`src/rtl/nw_pkg.sv`:
```
// Shared definitions for the Needleman-Wunsch grid and its traceback decoder.
package nw_pkg;

  localparam int unsigned CORD_LENGTH = 8;

  localparam logic [1:0] TOP_DIR    = 2'd1;
  localparam logic [1:0] LEFT_DIR   = 2'd2;
  localparam logic [1:0] CORNER_DIR = 2'd3;

  localparam int W_MATCH    = 1;
  localparam int W_INDEL    = -1;
  localparam int W_MISMATCH = -1;

  // Step codes reuse the grid's direction codes so the two sides agree on meaning.
  typedef enum logic [1:0] {
    STEP_BAD  = 2'd0,
    STEP_TOP  = TOP_DIR,
    STEP_LEFT = LEFT_DIR,
    STEP_DIAG = CORNER_DIR
  } step_e;

  typedef enum logic [2:0] {
    ST_IDLE  = 3'd0,
    ST_HOLD  = 3'd1,
    ST_FLUSH = 3'd2,
    ST_DRAIN = 3'd3,
    ST_ERR   = 3'd4
  } state_e;

  typedef struct packed {
    logic [CORD_LENGTH-1:0] y;
    logic [CORD_LENGTH-1:0] x;
  } coord_t;

  function automatic coord_t coord_unpack(input logic [2*CORD_LENGTH-1:0] raw);
    return coord_t'(raw);
  endfunction

  function automatic logic [2*CORD_LENGTH-1:0] coord_pack(input logic [CORD_LENGTH-1:0] x,
                                                          input logic [CORD_LENGTH-1:0] y);
    return {y, x};
  endfunction

endpackage

```
`src/rtl/nw_step_classify.sv`:
```
// Classifies one traceback move prev->cur as DIAG, TOP, LEFT or BAD.
module nw_step_classify
  import nw_pkg::*;
#(
  parameter int unsigned LENGTH = 10
) (
  input  coord_t i_prev,
  input  coord_t i_cur,
  output step_e  o_step
);

  localparam int unsigned EW = CORD_LENGTH + 1;
  localparam logic [EW-1:0] LEN = EW'(LENGTH);
  localparam logic [EW-1:0] ONE = EW'(1);

  // One extra bit so cur+1 never wraps back onto a small prev.
  logic [EW-1:0] w_px, w_py, w_cx, w_cy;
  assign w_px = {1'b0, i_prev.x};
  assign w_py = {1'b0, i_prev.y};
  assign w_cx = {1'b0, i_cur.x};
  assign w_cy = {1'b0, i_cur.y};

  always_comb begin
    o_step = STEP_BAD;
    if (w_cx < LEN && w_cy < LEN) begin
      if (w_cx + ONE == w_px && w_cy + ONE == w_py) begin
        o_step = STEP_DIAG;
      end else if (w_cx == w_px && w_cy + ONE == w_py) begin
        o_step = STEP_TOP;
      end else if (w_cx + ONE == w_px && w_cy == w_py) begin
        o_step = STEP_LEFT;
      end
    end
  end

endmodule

```
`src/rtl/nw_traceback_decoder.sv`:
```
// Turns the grid's traceback coordinate stream into aligned character pairs
// and re-derives the alignment score from them.
module nw_traceback_decoder
  import nw_pkg::*;
#(
  parameter int unsigned LENGTH   = 10,
  parameter int unsigned CWIDTH   = 2,
  parameter int unsigned SWIDTH   = 16,
  parameter int          MATCH    = W_MATCH,
  parameter int          INDEL    = W_INDEL,
  parameter int          MISMATCH = W_MISMATCH
) (
  input  logic                     clk,
  input  logic                     reset,
  input  logic [LENGTH*CWIDTH-1:0] s1,
  input  logic [LENGTH*CWIDTH-1:0] s2,
  input  logic                     in_valid,
  output logic                     in_ready,
  input  logic [2*CORD_LENGTH-1:0] in_coord,
  output logic                     out_valid,
  input  logic                     out_ready,
  output logic [CWIDTH-1:0]        out_c1,
  output logic                     out_gap1,
  output logic [CWIDTH-1:0]        out_c2,
  output logic                     out_gap2,
  output logic                     out_last,
  output logic                     done,
  output logic signed [SWIDTH-1:0] score,
  output logic                     error
);

  localparam int unsigned IW = (LENGTH > 1) ? $clog2(LENGTH) : 1;
  localparam coord_t CORNER = '{y: CORD_LENGTH'(LENGTH - 1), x: CORD_LENGTH'(LENGTH - 1)};

  state_e                           r_state;
  logic [LENGTH-1:0][CWIDTH-1:0]    r_s1, r_s2;
  coord_t                           r_prev;

  coord_t                           w_cur;
  logic                             w_free, w_accept;
  step_e                            w_step, w_step_eff;
  logic [CWIDTH-1:0]                w_ch1, w_ch2;
  logic signed [SWIDTH-1:0]         w_delta;

  assign w_cur    = coord_unpack(in_coord);
  assign w_free   = !out_valid || out_ready;
  assign w_accept = in_valid && in_ready;

  always_comb begin
    in_ready = 1'b0;
    case (r_state)
      ST_IDLE: in_ready = 1'b1;
      ST_HOLD: in_ready = w_free;
      ST_ERR:  in_ready = 1'b1;
      default: in_ready = 1'b0;
    endcase
  end

  nw_step_classify #(.LENGTH(LENGTH)) u_classify (
    .i_prev (r_prev),
    .i_cur  (w_cur),
    .o_step (w_step)
  );

  // The final cell (0,0) is always emitted as a diagonal pair of the first chars.
  assign w_step_eff = (r_state == ST_FLUSH) ? STEP_DIAG : w_step;
  assign w_ch1      = r_s1[IW'(r_prev.y)];
  assign w_ch2      = r_s2[IW'(r_prev.x)];

  always_comb begin
    w_delta = SWIDTH'(INDEL);
    if (w_step_eff == STEP_DIAG) begin
      w_delta = (w_ch1 == w_ch2) ? SWIDTH'(MATCH) : SWIDTH'(MISMATCH);
    end
  end

  always_ff @(posedge clk) begin
    if (reset) begin
      r_state   <= ST_IDLE;
      r_s1      <= '0;
      r_s2      <= '0;
      r_prev    <= '0;
      out_valid <= 1'b0;
      out_c1    <= '0;
      out_gap1  <= 1'b0;
      out_c2    <= '0;
      out_gap2  <= 1'b0;
      out_last  <= 1'b0;
      done      <= 1'b0;
      score     <= '0;
      error     <= 1'b0;
    end else begin
      done <= 1'b0;
      if (out_valid && out_ready) begin
        out_valid <= 1'b0;
      end
      case (r_state)
        ST_IDLE: begin
          if (w_accept) begin
            if (w_cur != CORNER) begin
              r_state <= ST_ERR;
              error   <= 1'b1;
            end else begin
              r_s1    <= s1;
              r_s2    <= s2;
              r_prev  <= w_cur;
              score   <= '0;
              r_state <= ST_HOLD;
            end
          end
        end
        ST_HOLD: begin
          if (w_accept) begin
            if (w_step == STEP_BAD) begin
              r_state   <= ST_ERR;
              error     <= 1'b1;
              out_valid <= 1'b0;
            end else begin
              out_valid <= 1'b1;
              out_c1    <= (w_step_eff == STEP_LEFT) ? '0 : w_ch1;
              out_gap1  <= (w_step_eff == STEP_LEFT);
              out_c2    <= (w_step_eff == STEP_TOP) ? '0 : w_ch2;
              out_gap2  <= (w_step_eff == STEP_TOP);
              out_last  <= 1'b0;
              score     <= score + w_delta;
              r_prev    <= w_cur;
              if (w_cur == '0) begin
                r_state <= ST_FLUSH;
              end
            end
          end
        end
        ST_FLUSH: begin
          if (w_free) begin
            out_valid <= 1'b1;
            out_c1    <= w_ch1;
            out_gap1  <= 1'b0;
            out_c2    <= w_ch2;
            out_gap2  <= 1'b0;
            out_last  <= 1'b1;
            score     <= score + w_delta;
            r_state   <= ST_DRAIN;
          end
        end
        ST_DRAIN: begin
          if (out_valid && out_ready) begin
            out_last <= 1'b0;
            done     <= 1'b1;
            r_state  <= ST_IDLE;
          end
        end
        default: begin
          error     <= 1'b1;
          out_valid <= 1'b0;
        end
      endcase
    end
  end

endmodule

```
`config.mk`:
```
export PLATFORM = sky130hd
export DESIGN_NAME = nw_traceback_decoder
export DESIGN_NICKNAME = d
export VERILOG_FILES = /design/src/rtl/nw_pkg.sv /design/src/rtl/nw_step_classify.sv /design/src/rtl/nw_traceback_decoder.sv
export SDC_FILE = /design/constraint.sdc
export NUM_CORES = 1
export LEC_CHECK = 0
export ABC_CLOCK_PERIOD_IN_PS = 5400
export CORE_MARGIN = 1.5
export CORE_UTILIZATION = 53
export CTS_CLUSTER_DIAMETER = 100
export DETAILED_ROUTE_END_ITERATION = 7
export GPL_TIMING_DRIVEN = 0
export PLACE_DENSITY = 0.88
export SYNTH_ARGS = -nofsm -noshare
export SYNTH_HDL_FRONTEND = slang
export SYNTH_HIERARCHICAL = 1
export SYNTH_SLANG_ARGS = --single-unit
```
`constraint.sdc`:
```
create_clock -name clk -period 5.4 [get_ports clk]
set_input_delay 1.08 -clock clk [delete_from_list [all_inputs] [get_ports clk]]
set_output_delay 1.08 -clock clk [all_outputs]
set_load 0.05 [all_outputs]
```
-- After elaboration in Yosys (flattened, before gate mapping)
Index checks and enable logic that the tools add are counted.
- bitwise operators: 3
- magnitude comparators: 4
- multiplexer cells: 64
- reductions and logical operators: 27
- $add $sub $neg: 3
- eq/ne operators: 22
- operator list (cell ; number):
    16-bit 2-to-1 mux ; 11
    16-bit one-hot mux with 3 select lines ; 1
    16-bit one-hot mux with 2 select lines ; 1
    2-bit 2-to-1 mux ; 15
    3-bit 2-to-1 mux ; 7
    8-bit by 1-bit adder with 9-bit output, second input constant ; 2
    9-bit by 8-bit equality test with 1-bit output ; 2
    1-bit 2-to-1 mux ; 18
    16-bit adder ; 1
    2-bit binary-select mux with 4-bit select ; 2
    8-bit equality test ; 2
    16-bit logical NOT ; 1
    8-bit by 4-bit < comparator with 1-bit output, second input constant ; 2
    16-bit by 12-bit != test with 1-bit output, second input constant ; 1
    2-bit != test, second input constant ; 8
    5-bit AND reduction ; 3
    3-bit one-hot mux with 4 select lines ; 1
    6-bit AND reduction ; 2
    4-bit by 5-bit < comparator with 1-bit output, second input constant ; 2
    1-bit one-hot mux with 3 select lines ; 3
    2-bit one-hot mux with 2 select lines ; 2
    2-bit OR reduction ; 4
    3-bit by 2-bit equality test with 1-bit output, second input constant ; 2
    1-bit logical AND ; 6
    other kinds (17) ; 24
- input bits: 60
- bits in registers: 85
- output and inout bits: 27
- word-level logic and storage cells: 155

-- Depth between registers and ports, before layout
- word-level depth: 14
- depth in mapped cells: 17
- gate-level depth less buffers: 16

-- Cells and area by module
The synthesis kept the hierarchy.
- modules (own cells, without submodules) (module ; area each (um^2) ; cells an instance ; sequential area each (um^2) ; instances):
    nw_traceback_decoder ; 4284.1 ; 519 ; 1701.6 ; 1
    nw_step_classify ; 644.4 ; 88 ; 0.0 ; 1

-- Worst setup path before layout
Ideal clock, no wire load.
- path type: input to register
- start: input in_coord[0]
- end: register score[15]
- path buffers: 1
- library setup time: 0.124 ns
- arrival: 4.831 ns
- stages: 16
- required time: 5.276 ns
- slack: 0.445 ns
- cell sequence: ha_1 > xnor2_1 > nand2_1 > a2111oi_2 > nand4_1 > a211oi_1 > a21oi_1 > or3_1 > buf_2 > ha_1 > a21o_1 > a2111o_1 > a211oi_1 > o31a_2 > nor4bb_1 > a2111o_1
- word-level cells in the longest chain between the ends: 14
- elaborated cells on any way between the ends: 25
- classes of those cells: add/sub (2); order compare (1); eq/ne (6); mux (10); reduce/logical (6)
- ends and longest elaborated chain (element ; line ; source):
    start: declaration ; nw_traceback_decoder.sv:19 ; input logic [2*CORD_LENGTH-1:0] in_coord,
    8-bit by 1-bit adder with 9-bit output ; nw_step_classify.sv:26, nw_step_classify.sv:30 ;
    9-bit by 8-bit equality test with 1-bit output ; nw_step_classify.sv:26, nw_step_classify.sv:30 ;
    1-bit logical AND ; nw_step_classify.sv:30 ; end else if (w_cx + ONE == w_px && w_cy == w_py) begin
    2-bit 2-to-1 mux ; nw_step_classify.sv:30 ;
    2-bit 2-to-1 mux ; nw_step_classify.sv:28 ; end else if (w_cx == w_px && w_cy + ONE == w_py) begin
    2-bit 2-to-1 mux ; nw_step_classify.sv:26 ; if (w_cx + ONE == w_px && w_cy + ONE == w_py) begin
    2-bit 2-to-1 mux (*) ; nw_step_classify.sv:25 ; if (w_cx < LEN && w_cy < LEN) begin
    net w_step[1] ; nw_traceback_decoder.sv:41 ; step_e w_step, w_step_eff;
    2-bit 2-to-1 mux ; nw_traceback_decoder.sv:66 ; assign w_step_eff = (r_state == ST_FLUSH) ? STEP_DIAG : w_step;
    2-bit equality test ; nw_traceback_decoder.sv:72 ; if (w_step_eff == STEP_DIAG) begin
    16-bit 2-to-1 mux ; nw_traceback_decoder.sv:72 ;
    16-bit adder ; nw_traceback_decoder.sv:125, nw_traceback_decoder.sv:141 ;
    16-bit 2-to-1 mux ; nw_traceback_decoder.sv:114 ; if (w_step == STEP_BAD) begin
    16-bit 2-to-1 mux ; nw_traceback_decoder.sv:113 ; if (w_accept) begin
    16-bit one-hot mux with 3 select lines ; nw_traceback_decoder.sv:97 ; case (r_state)
    end signal: assignment ; nw_traceback_decoder.sv:125 ; score <= score + w_delta;
    end signal: assignment ; nw_traceback_decoder.sv:141 ; score <= score + w_delta;
    end: declaration ; nw_traceback_decoder.sv:28 ; output logic signed [SWIDTH-1:0] score,
Mark *: on every way through the listed nets, which the timed path passes. The rest lies on a longest branch. The select of a mux whose other input is x is not followed.
A chain may end at the register's enable or synchronous reset.

-- Final worst setup path
- start: input in_coord[5]
- end: register score[15]
- elaborated cells on any way between the ends: 25
- classes of those cells: add/sub (2); order compare (1); eq/ne (6); mux (10); reduce/logical (6)
- RTL lines (element ; line):
    8-bit by 1-bit adder with 9-bit output or 8-bit equality test (tied branches) ; nw_step_classify.sv:26, nw_step_classify.sv:28
    9-bit by 8-bit equality test with 1-bit output or 1-bit logical AND (tied branches) ; nw_step_classify.sv:26, nw_step_classify.sv:28
    1-bit logical AND or 2-bit 2-to-1 mux (tied branches) ; nw_step_classify.sv:26, nw_step_classify.sv:28
    2-bit 2-to-1 mux ; nw_step_classify.sv:26
    2-bit 2-to-1 mux (*) ; nw_step_classify.sv:25
    net w_step[0] ; nw_traceback_decoder.sv:41
    2-bit 2-to-1 mux ; nw_traceback_decoder.sv:66
    2-bit equality test ; nw_traceback_decoder.sv:72
    16-bit 2-to-1 mux ; nw_traceback_decoder.sv:72
    16-bit adder ; nw_traceback_decoder.sv:125, nw_traceback_decoder.sv:141
    16-bit 2-to-1 mux ; nw_traceback_decoder.sv:114
    16-bit 2-to-1 mux ; nw_traceback_decoder.sv:113
    16-bit one-hot mux with 3 select lines ; nw_traceback_decoder.sv:97
Marked as above.

==> results.py <==
metrics = {
    "run_status": {
        "status": "finished, final reports clean",
    },
    "routing": {
        "drt-total-wl_mm": 13.2,
        "viasPerCell": 5.94,
        "drtIter0Drc": 266,
        "wire_per_inst_um": 16.0,
        "drtAntennaViolNets": 0,
        "firstDrtPassIters": 4,
        "drc": 0,
        "vias": 4897,
    },
    "place": {
        "placed_area_um2": 5930,
        "dp_hpwl_mm": 9.74,
        "portBuffers": 86,
        "place_congestion": 0.978,
    },
    "layout": {
        "final_common_cell": "nand2_1",
        "layout_common_cells": "nand2_1, dfxtp_1, clkdlybuf4s50_1, nor2_1, a21oi_1",
        "fill_cells": 702,
        "fin_nets": 787,
        "diodes": 0,
        "syn_to_final_growth_pct": 27.4,
        "stdcell_area_um2": 6280,
        "final_layout_size_suffix_gt1_share_pct": 7.71,
    },
    "worst_setup_path": {
        "required_ps": 5650,
        "start_kind": "primary input",
        "critPathArrivalTime_ps": 5470,
        "cp_max_fo": 20,
        "critical_path_class": "in -> reg",
        "worstSetupEndpointType": "flop",
    },
    "timing": {
        "finalSetupViolCount": 0,
        "rsz0062_at_grt": "false",
        "skew_ps": 7.13,
        "finalCritPeriodShare_pct": 96.7,
        "hold_viol": 0,
        "fmax_ghz": 0.192,
        "maxSlewHeadroom_pct": 40.5,
        "tightest_slew_ps": 886,
        "fin_hold_ws_ps": 461,
        "tns_ps": 0,
        "period_minus_slack_ps": 5220,
        "drv_slew": 0,
    },
    "clocking": {
        "cts_tree": "built",
        "htreeDepth": 3,
        "clockBufferDepth": 2,
        "clk_pin_slew_ps": 90,
        "clock_latency_ps": 360,
        "cts_made_buffers": 9,
        "ctsRootBufferMaster": "clkbuf_8",
        "cts_num_sinks": 85,
    },
    "global_routing": {
        "antenna_found_initial": 0,
        "grt-ovfl-total": 0,
        "grt_use_total_pct": 26.5,
        "grt_max_degree": 21,
        "grt_pass1_wl_mm": 21.2,
        "grt_pass1_vias": 4609,
    },
    "logic_synthesis": {
        "ys_async_sr_fraction_pct": 0,
        "netlist_area_um2": 4930,
        "synthFlopType": "dfxtp_1",
        "synth_top_area_share_pct": 34.5,
        "ys_ff_latch": 85,
        "synth_nets": 686,
        "ys_warn_count": 6,
        "synth_area_leader_cell": "dfxtp_1",
        "synth.distinct_cells": 65,
        "synth_edf_count": 0,
        "syn_avg_cell_area_um2": 8.12,
        "netlist_instances": 607,
        "ys_seq_area_share_pct": 34.5,
        "synth_area_leaders": "dfxtp_1, mux2i_1, nand2_1",
    },
    "floorplan": {
        "die_h_um": 99.4,
        "die_w_um": 99.4,
        "initial_core_util_pct": 54.1,
        "core_um2": 9110,
        "dieArea_um2": 9890,
        "rows": 35,
        "io_pins": 87,
    },
    "power": {
        "vdd_drop_max_v": 0.000160,
        "p_total_uw": 1280,
        "powerDensity_nw_per_um2": 205,
        "p_leak_uw": 0.00244,
    },
    "min_path": {
        "hp-class": "reg -> reg",
    },
    "job": {
        "maxCapViolations": 0,
    },
}
-- stage by stage --
step	setup slack, ps	cells	util (%)
after floorplan	445	607	-
after global placement	-801	804	65.1
after detailed placement	-859	804	65.1
after CTS	2.99	822	68.2
after global routing	5.84	824	68.9
final	179	824	68.9
-- worst paths after layout --
kind                                             start                      to  slack [ps]  depth (start not counted)
worst max-delay path                       in_coord[5]  score[15]$_SDFFE_PP0P_         180                         16
worst min-delay path             r_s2[12]$_SDFFE_PP0P_   r_s2[12]$_SDFFE_PP0P_         460                          2
worst max register to register  r_prev[5]$_SDFFE_PP0P_  score[15]$_SDFFE_PP0P_         970                         15
worst min register to register   r_s2[12]$_SDFFE_PP0P_   r_s2[12]$_SDFFE_PP0P_         460                          2
-- registers in the layout, summed over array words and instances (netlist names) --
name       cells
r_s2          20
score         16
done           1
r_state        3
r_s1          20
error          1
out_gap2       1
out_valid      1
out_c1         2
out_last       1
r_prev        16
out_c2         2
out_gap1       1
-- repair_timing --
| item | 4_1_cts | 5_1_grt |
|---|---|---|
| pin swaps | 4 | 7 |
| buffers inserted | 2 | 2 |
| hold buffers | 0 | 0 |
| endpoints found under the setup margin | 10 | 9 |
| resized for setup | 11 | 26 |
-- cell type report --
type                       instances  area (um^2)  area share, %
multi-input combinational        484         3120           49.7
sequential                        85         1700           27.1
timing repair buffer              90          902           14.4
buffer                            29          144           2.29
tap                              111          139           2.21
clock buffer                      10          128           2.03
clock inverter                     6          111           1.77
inverter                           9         33.8          0.538
-- critical path, stage by stage --
cell and delay [ps]:
dlygate4sd2_1 390, xor2_1 280, nand4_1 150, a2111oi_2 360
nand4_1 270, a211oi_2 380, a21oi_1 130, or3_1 400
buf_8 180, ha_1 280, a21o_1 190, a2111o_1 480
a211oi_2 250, o31a_2 210, nor4bb_1 60, a2111o_1 370
-- kinds of logic after synthesis --
kind of cell | count (synthesis) | share of synthesized area, %
AND/OR/NAND/NOR | 240 | 22.6
AO/OA/AOI/OAI | 150 | 20.2
flip-flops | 85 | 34.5
multiplexers | 43 | 8.73
buffers and inverters | 38 | 3.28
XOR/XNOR | 32 | 5.69
adder cells (fa/ha/maj) | 19 | 4.98
-- where the power goes --
group	switching, uW	leakage, uW	internal (uW)
sequential	1.06	0.000685	627
clock	234	0.000116	307
combinational	58.3	0.00163	56.1
-- metal layers --
metal  wire length (um)  up-vias  track usage [%]  part of all wire, %
met5                  0        -                0                    0
met4                352        0             11.6                  2.7
met3                748       35             4.71                  5.7
met2               6510      195             45.4                   49
met1               5580     2299             32.8                   42
li1                   -     2368                -                    -
-- cells in the mapped netlist, drive strengths merged, types with 2 or more instances --
cell / instances
a31oi: 4
a21oi: 62
clkbuf: 24
o21a: 2
mux2i: 43
a32oi: 2
or3: 4
o21ai: 16
nor3: 5
a22oi: 12
nor3b: 6
and3: 5
o211ai: 4
a32o: 2
ha: 18
a211oi: 6
inv: 9
xnor2: 17
o21bai: 3
nand2: 100
or2: 7
nor4: 9
nor2b: 6
o31a: 6
a21o: 8
dfxtp: 85
o22ai: 6
a21boi: 2
o221ai: 4
nand3: 12
nor2: 62
nand4: 8
xor2: 15
a221oi: 2
nand2b: 8
buf: 5
a2111o: 3
Note: power is estimated with default switching activity, not from simulation.
